<file path="config.mk">
export PLATFORM = sky130hd
export DESIGN_NAME = multi_flux_fifo
export DESIGN_NICKNAME = d
export VERILOG_FILES = /design/src/rtl/mflux_pkg.sv /design/src/rtl/single_flux_fifo.sv /design/src/rtl/multi_flux_fifo.sv
export SDC_FILE = /design/constraint.sdc
export NUM_CORES = 1
export LEC_CHECK = 0
export CAP_MARGIN = 20
export CORE_ASPECT_RATIO = 0.6
export CORE_UTILIZATION = 60
export CTS_CLUSTER_DIAMETER = 50
export DETAILED_ROUTE_END_ITERATION = 7
export GPL_TIMING_DRIVEN = 0
export HOLD_SLACK_MARGIN = 0.03
export PLACE_DENSITY = 0.75
export SLEW_MARGIN = 20
export SYNTH_ARGS = -nofsm -noshare
export SYNTH_HDL_FRONTEND = slang
export SYNTH_SLANG_ARGS = --single-unit
</file>
<file path="constraint.sdc">
create_clock -name clk -period 8.5 [get_ports clk]
set_clock_uncertainty 0.1 [all_clocks]
set_input_delay 2.55 -clock clk [delete_from_list [all_inputs] [get_ports clk]]
set_output_delay 2.55 -clock clk [all_outputs]
set_load 0.005 [all_outputs]
</file>
<file path="src/rtl/mflux_pkg.sv">
// Shared helpers for the tagged multi-queue channel: tag/count widths and a DEPTH sanity check.
// Contains no logic; the MFLUX_IS_POW2 macro is defined here for the queue elaboration check.
`define MFLUX_IS_POW2(d) (((d) >= 2) && ((((d) - 1) & (d)) == 0))

package mflux_pkg;

  // Width of the tag field. It is at least one bit, so a single-flux build still has a tag.
  function automatic int tag_w(input int flux);
    return (flux > 1) ? $clog2(flux) : 1;
  endfunction

  // Occupancy counter width. It has one extra bit, so the value DEPTH can be represented.
  function automatic int cnt_w(input int depth);
    return $clog2(depth) + 1;
  endfunction

  localparam int DEF_DEPTH = 16;
  typedef logic [$clog2(DEF_DEPTH):0] cnt_t;

endpackage

</file>
<file path="src/rtl/single_flux_fifo.sv">
// One FWFT queue: a pushed word is visible at head_o from the next cycle, and there is no bypass.
// push is ignored while full_o is set and pop is ignored while empty_o is set; both flags come from registers only.
module single_flux_fifo
  import mflux_pkg::*;
#(
  parameter int DATA_WIDTH = 8,
  parameter int DEPTH      = 16
) (
  input  logic                  clk,
  input  logic                  rst,
  input  logic                  push_i,
  input  logic                  pop_i,
  input  logic [DATA_WIDTH-1:0] din_i,
  output logic [DATA_WIDTH-1:0] head_o,
  output logic                  empty_o,
  output logic                  full_o
);
  localparam int PW = $clog2(DEPTH);
  localparam int CW = cnt_w(DEPTH);
  typedef logic [CW-1:0] qcnt_t;

  if (!`MFLUX_IS_POW2(DEPTH)) begin : g_depth_chk
    $error("single_flux_fifo: DEPTH must be a power of two >= 2");
  end

  logic [DATA_WIDTH-1:0] mem_q [DEPTH];
  logic [PW-1:0]         wr_ptr_q, wr_ptr_d;
  logic [PW-1:0]         rd_ptr_q, rd_ptr_d;
  qcnt_t                 count_q, count_d;
  logic                  do_push, do_pop;

  assign empty_o = (count_q == '0);
  assign full_o  = (count_q == qcnt_t'(DEPTH));
  assign do_push = push_i && !full_o;
  assign do_pop  = pop_i && !empty_o;
  assign head_o  = mem_q[rd_ptr_q];

  // DEPTH is a power of two, so the pointers wrap at DEPTH without any extra logic.
  always_comb begin
    wr_ptr_d = wr_ptr_q;
    rd_ptr_d = rd_ptr_q;
    count_d  = count_q;
    if (do_push) wr_ptr_d = wr_ptr_q + PW'(1);
    if (do_pop)  rd_ptr_d = rd_ptr_q + PW'(1);
    case ({do_push, do_pop})
      2'b10:   count_d = count_q + qcnt_t'(1);
      2'b01:   count_d = count_q - qcnt_t'(1);
      default: count_d = count_q;
    endcase
  end

  always_ff @(posedge clk or posedge rst) begin
    if (rst) begin
      wr_ptr_q <= '0;
      rd_ptr_q <= '0;
      count_q  <= '0;
    end else begin
      wr_ptr_q <= wr_ptr_d;
      rd_ptr_q <= rd_ptr_d;
      count_q  <= count_d;
    end
  end

  always_ff @(posedge clk) begin
    if (do_push) mem_q[wr_ptr_q] <= din_i;
  end

endmodule

</file>
<file path="src/rtl/multi_flux_fifo.sv">
// FLUX tagged FWFT queues behind one {tag,data} write port; dout shows the lowest-index non-empty head, with no added latency.
// The global full flag blocks every write, and writes with an out-of-range tag are dropped. The sticky err output exists only when MFIFO_ERR_CHECK_EN is defined.
module multi_flux_fifo
  import mflux_pkg::*;
#(
  parameter  int FLUX       = 2,
  parameter  int DATA_WIDTH = 8,
  parameter  int DEPTH      = 16,
  localparam int TAG_WIDTH  = tag_w(FLUX),
  localparam int WIDTH      = DATA_WIDTH + TAG_WIDTH
) (
  input  logic             clk,
  input  logic             rst,
  input  logic             write,
  input  logic [WIDTH-1:0] din,
  output logic             full,
  input  logic [FLUX-1:0]  read,
  output logic [FLUX-1:0]  empty,
  output logic [WIDTH-1:0] dout,
  output logic             err
);
  logic [TAG_WIDTH-1:0]  tag;
  logic [FLUX-1:0]       sel, q_full, q_empty;
  logic [DATA_WIDTH-1:0] head [FLUX];
  logic                  wr_ok;

  assign tag   = din[WIDTH-1 -: TAG_WIDTH];
  assign full  = |q_full;
  assign empty = q_empty;
  assign wr_ok = write && !full;

  // A tag that matches no queue leaves sel at all zeros, so that write is dropped.
  for (genvar i = 0; i < FLUX; i++) begin : g_flux
    assign sel[i] = (tag == TAG_WIDTH'(i));
    single_flux_fifo #(
      .DATA_WIDTH(DATA_WIDTH),
      .DEPTH     (DEPTH)
    ) u_q (
      .clk    (clk),
      .rst    (rst),
      .push_i (wr_ok && sel[i]),
      .pop_i  (read[i]),
      .din_i  (din[DATA_WIDTH-1:0]),
      .head_o (head[i]),
      .empty_o(q_empty[i]),
      .full_o (q_full[i])
    );
  end

  always_comb begin
    dout = '0;
    for (int i = FLUX - 1; i >= 0; i--) begin
      if (!q_empty[i]) dout = {TAG_WIDTH'(i), head[i]};
    end
  end

`ifdef MFIFO_ERR_CHECK_EN
  logic err_q, err_d, bad;

  assign bad   = (write && full) || (write && ~|sel) || |(read & q_empty);
  assign err_d = err_q || bad;
  assign err   = err_q;

  always_ff @(posedge clk or posedge rst) begin
    if (rst) err_q <= 1'b0;
    else     err_q <= err_d;
  end

  always_ff @(posedge clk) begin
    if (!rst && bad) $error("multi_flux_fifo: protocol violation write=%b full=%b tag=%0d read=%b empty=%b",
                            write, full, tag, read, q_empty);
  end
`else
  assign err = 1'b0;
`endif

endmodule

</file>
Word level (Yosys, flattened, before mapping)
Memories as Yosys holds them, arrays and structs flattened.
Index checks and enable logic that the tools add are counted.

operators by class
  bitwise gates (word level) = 1
  multiplexer cells = 8
  add/subtract/negate cells = 8
  equality and inequality tests = 6
  reduce and logical (&&, ||, !) cells = 17

operators by type and width
  kind                 number
  $pmux 5 s2           2
  $mux 9               2
  $add 4x1->4 const B  4
  $add 5x1->5 const B  2
  $eq 5x5->1 const B   2
  $logic_not 5->1      2
  $sub 5x1->5 const B  2
  $logic_and 1x1->1    7
  $logic_not 1->1      5
  $eq 2x1->1 const B   2
  $eq 2x2->1 const B   2
  $mux 1               4
  $reduce_bool 2->1    2
  $reduce_or 2->1      1
  $not 1->1            1

word-level totals
  word-level logic and storage cells = 48
  output and inout port bits = 13
  memories = 2
  RAM bits = 256
  register bits = 26

memory list
  memory               depth  bits a word  read ports  clocked after memory_dff  wr ports  RTL line                RTL
  g_flux[0].u_q.mem_q  16     8            1           0                         1         single_flux_fifo.sv:26  logic [DATA_WIDTH-1:0] mem_q [DEPTH];
  g_flux[1].u_q.mem_q  16     8            1           0                         1         single_flux_fifo.sv:26

Logic depth before layout (Yosys ltp)
  word-level depth = 8
  mapped depth = 13

By module
A second synthesis with hierarchy kept.

unflattened totals
  cells, all modules = 686
  area, all modules = 11,785.1 sq um

by module, submodules not included
  module                            area each (sq um)  times used  cells an instance
  single_flux_fifo (g_flux[0].u_q)  5,836.8            1           333
  single_flux_fifo (g_flux[1].u_q)  5,796.8            1           333
  multi_flux_fifo                   151.4              1           20

Least setup slack after synthesis
OpenSTA, ideal clock, no wires.

  path type = input port to flip-flop
  start = in write
  end = reg g_flux[1].u_q.count_q[4]
  data required time = 8.295 ns
  arrival = 4.678 ns
  setup slack = 3.617 ns
  cell stages on the path = 12
  cells stage by stage = inv_1 -> a221oi_4 -> nand2_2 -> buf_2 -> ha_1 -> clkbuf_1 -> xor2_1 -> ha_1 -> nor2b_1 -> o21ai_0 -> a21oi_1 -> nor4b_1

between the ends
  word-level cells in the longest chain between the ends = 5
  elaborated cells on any way between the ends = 7
  those cells by class = eq/ne: 2; mux: 1; reduce/logical: 4

RTL lines
  item                                                    RTL line                RTL
  start: declaration                                      multi_flux_fifo.sv:14   input logic write,
  $logic_and 1x1->1 *                                     multi_flux_fifo.sv:30   assign wr_ok = write && !full;
  $logic_and 1x1->1 *                                     multi_flux_fifo.sv:41   .push_i (wr_ok && sel[i]),
  $logic_and 1x1->1 *                                     single_flux_fifo.sv:34  assign do_push = push_i && !full_o;
  $eq 2x1->1 / $eq 2x2->1 (equally long branches)         single_flux_fifo.sv:45  case ({do_push, do_pop})
  $pmux 5 s2 / $reduce_bool 2->1 (equally long branches)  n/a
  end signal: assignment                                  single_flux_fifo.sv:60  count_q <= count_d;
  end: declaration                                        single_flux_fifo.sv:29  qcnt_t count_q, count_d;

Mark *: on every way between the ends. The rest lies on a longest branch, timed or not.
A chain may end at the register's enable or synchronous reset.

Final worst setup path
  start = reg g_flux[1].u_q.rd_ptr_q[2]
  end = out dout[2]

between the ends
  word-level cells in the longest chain between the ends = 3

RTL lines
  item                      RTL line                RTL
  start: declaration        single_flux_fifo.sv:28  logic [PW-1:0] rd_ptr_q, rd_ptr_d;
  start signal: assignment  single_flux_fifo.sv:59  rd_ptr_q <= rd_ptr_d;
  $mem_v2 16x8              n/a
  $mux 9 (2 in series)      multi_flux_fifo.sv:53   if (!q_empty[i]) dout = {TAG_WIDTH'(i), head[i]};
  end: declaration          multi_flux_fifo.sv:19   output logic [WIDTH-1:0] dout,

Every way passes these cells.

==> summary.log <==
qor: outcome.outcome completed
qor: yosys.yosysSeqAreaShare 70.57%
qor: die.die_h 110.7 µm
qor: drt.routedWlPerCell 24.61 µm
qor: drt.via_count 6,446
qor: drt.post_drt_via_cell_ratio 6.301
qor: setup_path.timing.critical_path.cells clkbuf_1 -> clkbuf_1 -> mux4_2 -> mux2_2 -> a22oi_1 -> nand3_1 -> clkdlybuf4s50_1
qor: die.core_region_area 19,180 µm²
qor: setup_path.worst_ep_arrival_time 3.53 ns
qor: clocking.cts.repair.resized 0
qor: yosys.synth_flop_cell sky130_fd_sc_hd__edfxtp_1
qor: drt.wl_met2 11,040 µm
qor: die.start_util 61.61%
qor: worst_hold_path.hold_path.class reg -> reg
qor: placement.routabilityCongestion 0.9004
qor: setup_path.rrSetupSlack 4.61 ns
qor: yosys.synth.distinct_cells 51
qor: drt.drt_iter0_markers 755
qor: sta.setup_viol_count_final 0
qor: yosys.synthTopCellsByArea sky130_fd_sc_hd__edfxtp_1 65%, sky130_fd_sc_hd__mux4_2 6.1%, sky130_fd_sc_hd__dfrtp_1 5.5%
qor: drt.detailroute.wirelength.met3 2206 µm
qor: yosys.synth.largest_area_cell sky130_fd_sc_hd__edfxtp_1
qor: sta.period_share 72.71%
qor: setup_path.cp_slowest_cell sky130_fd_sc_hd__clkbuf_1
qor: drt.finalWirelength 25,180 µm
qor: sta.finalHoldViolCount 0
qor: power.ir_worst_vdd 162.7 µV
qor: power.power 4.289 mW
qor: setup_path.critPathTopFamily buffers and inverters
qor: setup_path.cpPeakStageDelay 0.59 ns
qor: layout.layout.filler_cells 1,235
qor: setup_path.timing.critical_path.buf_inv 3
qor: yosys.syn_inst 683
qor: worst_hold_path.min_delay_worst_endpoint g_flux[0].u_q.rd_ptr_q[3]
qor: layout.utilization 69.02%
qor: grt.grt_antenna_before_repair 2
qor: setup_path.startpoint_class_of_the_critical_path register
qor: worst_hold_path.min_delay_path_depth 1
qor: setup_path.timing.critical_path.mode_cell sky130_fd_sc_hd__clkbuf_1
qor: layout.ff_latch_area 8338 µm²
qor: sta.timing.setup.tns 0 ns
qor: sta.finalMaxSlewViolations 0
qor: drt.met1_length 11,460 µm
qor: yosys.synth_area_per_cell 17.30 µm²
qor: sta.worst_pin_slew 1.117 ns
qor: die.ios 27
qor: sta.rsz0062_at_grt no
qor: clocking.clock-root-buffer sky130_fd_sc_hd__clkbuf_16
qor: placement.buffers_on_ports 24
qor: setup_path.r2r_end g_flux[1].u_q.count_q[4]
qor: setup_path.worst_setup_path_end_kind output pin
qor: yosys.synth_fa_ha_area_share 1.906%
qor: sta.timing.final.crit_period 6.180 ns
qor: yosys.synth_nets 715
qor: die.rows 39
qor: clocking.post_cts_hold_buffer_count 0
qor: setup_path.r2r.worst_path.cells 12
qor: yosys.async_reset_ff_share 9.220%
qor: clocking.cts.sink_count 282
qor: layout.nets 770
qor: die.floorplan.die.width 183.2 µm
qor: layout.insertedDiodeCount 0
qor: yosys.synth.cell_area 11,820 µm²
qor: setup_path.timing.setup.critical_path_class reg -> out
qor: grt.grt_pass1_wl 38,470 µm
qor: yosys.postSynthRegisterBits 282
qor: placement.dp_hpwl 16,560 µm
qor: yosys.proportion_of_netlist_area_held_by_the_largest_area_contributor 65.06%
qor: die.die-area 20,270 µm²
qor: clocking.numCtsBuffers 25
qor: setup_path.crit-reg2reg-launch g_flux[1].u_q.count_q[2]
qor: clocking.worst_setup_hold_path_clk_slew 0.06 ns
qor: layout.syn_to_final_growth 12.03%
qor: layout.multi_input_comb_area 3302 µm²
qor: drt.detail-route-antenna-nets 0
qor: grt.gr-total-overflow 0
qor: worst_hold_path.hold_path_startpoint g_flux[0].u_q.rd_ptr_q[3]
qor: clocking.max-clock-path-buffers 3
qor: clocking.postCtsSetupRepairBufs 0
qor: sta.slew-limit-headroom 25.28%
qor: grt.grt.total_usage 25.91%
qor: yosys.synth-simple-area-share 5.464%
qor: grt.maximum_number_of_pins_on_one_net_before_global_route_repair 33
qor: clocking.tritoncts_clock_tree done
qor: layout.instances_no_fill 1,023
qor: yosys.multiplexer_share_of_the_synthesized_area 13.62%
qor: power.power_per_cell_area 324.1 nW/µm²
qor: flow_run.cap_viol_max_count 0
qor: power.p_leak 4.475 nW
qor: sta.final_layout_worst_hold_slack 0.4296 ns
qor: clocking.clock_tree.htree_level_count 1
qor: yosys.synthesis.yosys.warnings 0
qor: yosys.synth.most_common_cell sky130_fd_sc_hd__edfxtp_1
qor: layout.drive_above_1_share 17.83%
qor: yosys.synth-compound-area-share 4.734%
qor: grt.first_global_vias 6,472
qor: placement.place_inst 977
qor: drt.topRoutingLayerUsed met4
qor: setup_path.required 5.85 ns
qor: yosys.synth_top_family_by_area multiplexers
qor: yosys.synth_edf_count 256
qor: yosys.synth-xor-area-share 1.557%
qor: yosys.synth_top_cells_by_count 256 x sky130_fd_sc_hd__edfxtp_1, 64 x sky130_fd_sc_hd__mux2i_1, 40 x sky130_fd_sc_hd__a22oi_1, 32 x sky130_fd_sc_hd__mux4_2, 32 x sky130_fd_sc_hd__nand3_1
qor: sta.max_freq 161.8 MHz
qor: setup_path.cp_max_fo 10
qor: drt.detail_route.first_pass.iterations 5
qor: drt.route.detailed.drc 0
qor: clocking.clock_latency 0.53 ns
## per-layer routing
metal  vias to the layer above  track usage, %
li1                       2799               -
met5                         -               0
met3                        44           5.453
met4                         0           5.889
met1                      3312           42.09
met2                       291           36.10
## state kept, by name, indices dropped and copies added, names as in the netlist
register / flops
g_flux.u_q.count_q: 10
g_flux.u_q.wr_ptr_q: 8
g_flux.u_q.rd_ptr_q: 8
g_flux.u_q.mem_q: 256
## worst max-delay path by stage
stage | startpoint | to | slack [ns] | cells after the start
floorplan | write | g_flux[1].u_q.count_q[4] | 3.62 | 12
global placement | write | g_flux[1].u_q.mem_q[1][4] | 2.60 | 5
detailed placement | write | g_flux[1].u_q.count_q[4] | 2.53 | 13
CTS | g_flux[1].u_q.rd_ptr_q[2] | dout[2] | 2.32 | 7
global route | g_flux[1].u_q.rd_ptr_q[2] | dout[2] | 2.27 | 7
finish | g_flux[1].u_q.rd_ptr_q[2] | dout[2] | 2.32 | 7
## through the flow
step                instance area, µm²  setup slack (ns)
floorplan                        11820             3.617
global placement                 12390             2.603
detailed placement               12470             2.531
CTS                              13250             2.324
global route                     13240             2.265
finish                           13240             2.320
## placed cells by master (no fill, tap or decap), drive strengths merged, types with 4 or more instances in the layout
| cell type | n |
|---|---|
| nor3 | 12 |
| mux4 | 32 |
| clkbuf | 58 |
| mux2 | 22 |
| clkdlybuf4s50 | 18 |
| a21oi | 7 |
| nand3b | 4 |
| nor2b | 7 |
| dfrtp | 26 |
| mux2i | 64 |
| xnor2 | 12 |
| nand2 | 15 |
| edfxtp | 256 |
| nor2 | 25 |
| nand3 | 32 |
| nand2b | 4 |
| nor4b | 5 |
| inv | 13 |
| a22oi | 40 |
| o21ai | 7 |
| xor2 | 9 |
| ha | 18 |
| clkinv | 7 |
| buf | 29 |
## power breakdown
part           internal [mW]  switching, mW
clock                  0.609          0.487
sequential              1.64         0.0946
combinational          0.631          0.825
total                   2.88           1.41
## area by class of cell
cell class / instances / area share (%)
clock inverters: 11 / 0.8507
flip-flops and latches: 282 / 62.99
plain buffers: 42 / 1.550
clock buffers: 35 / 5.010
inverters: 12 / 0.3403
multi-input cells: 347 / 24.95
repair buffers: 28 / 1.796
well taps: 266 / 2.514
## cell families (layout without fill, tap and decap cells)
family | after synthesis | count (layout)
XOR/XNOR | 21 | 21
AND/OR/NAND/NOR | 119 | 119
adder cells (fa/ha/maj) | 18 | 18
multiplexers | 118 | 118
AO/OA/AOI/OAI | 70 | 70
flip-flops | 282 | 282
other | 1 | 1
buffers and inverters | 54 | 128
No activity file was read; power rests on OpenSTA's default activity.
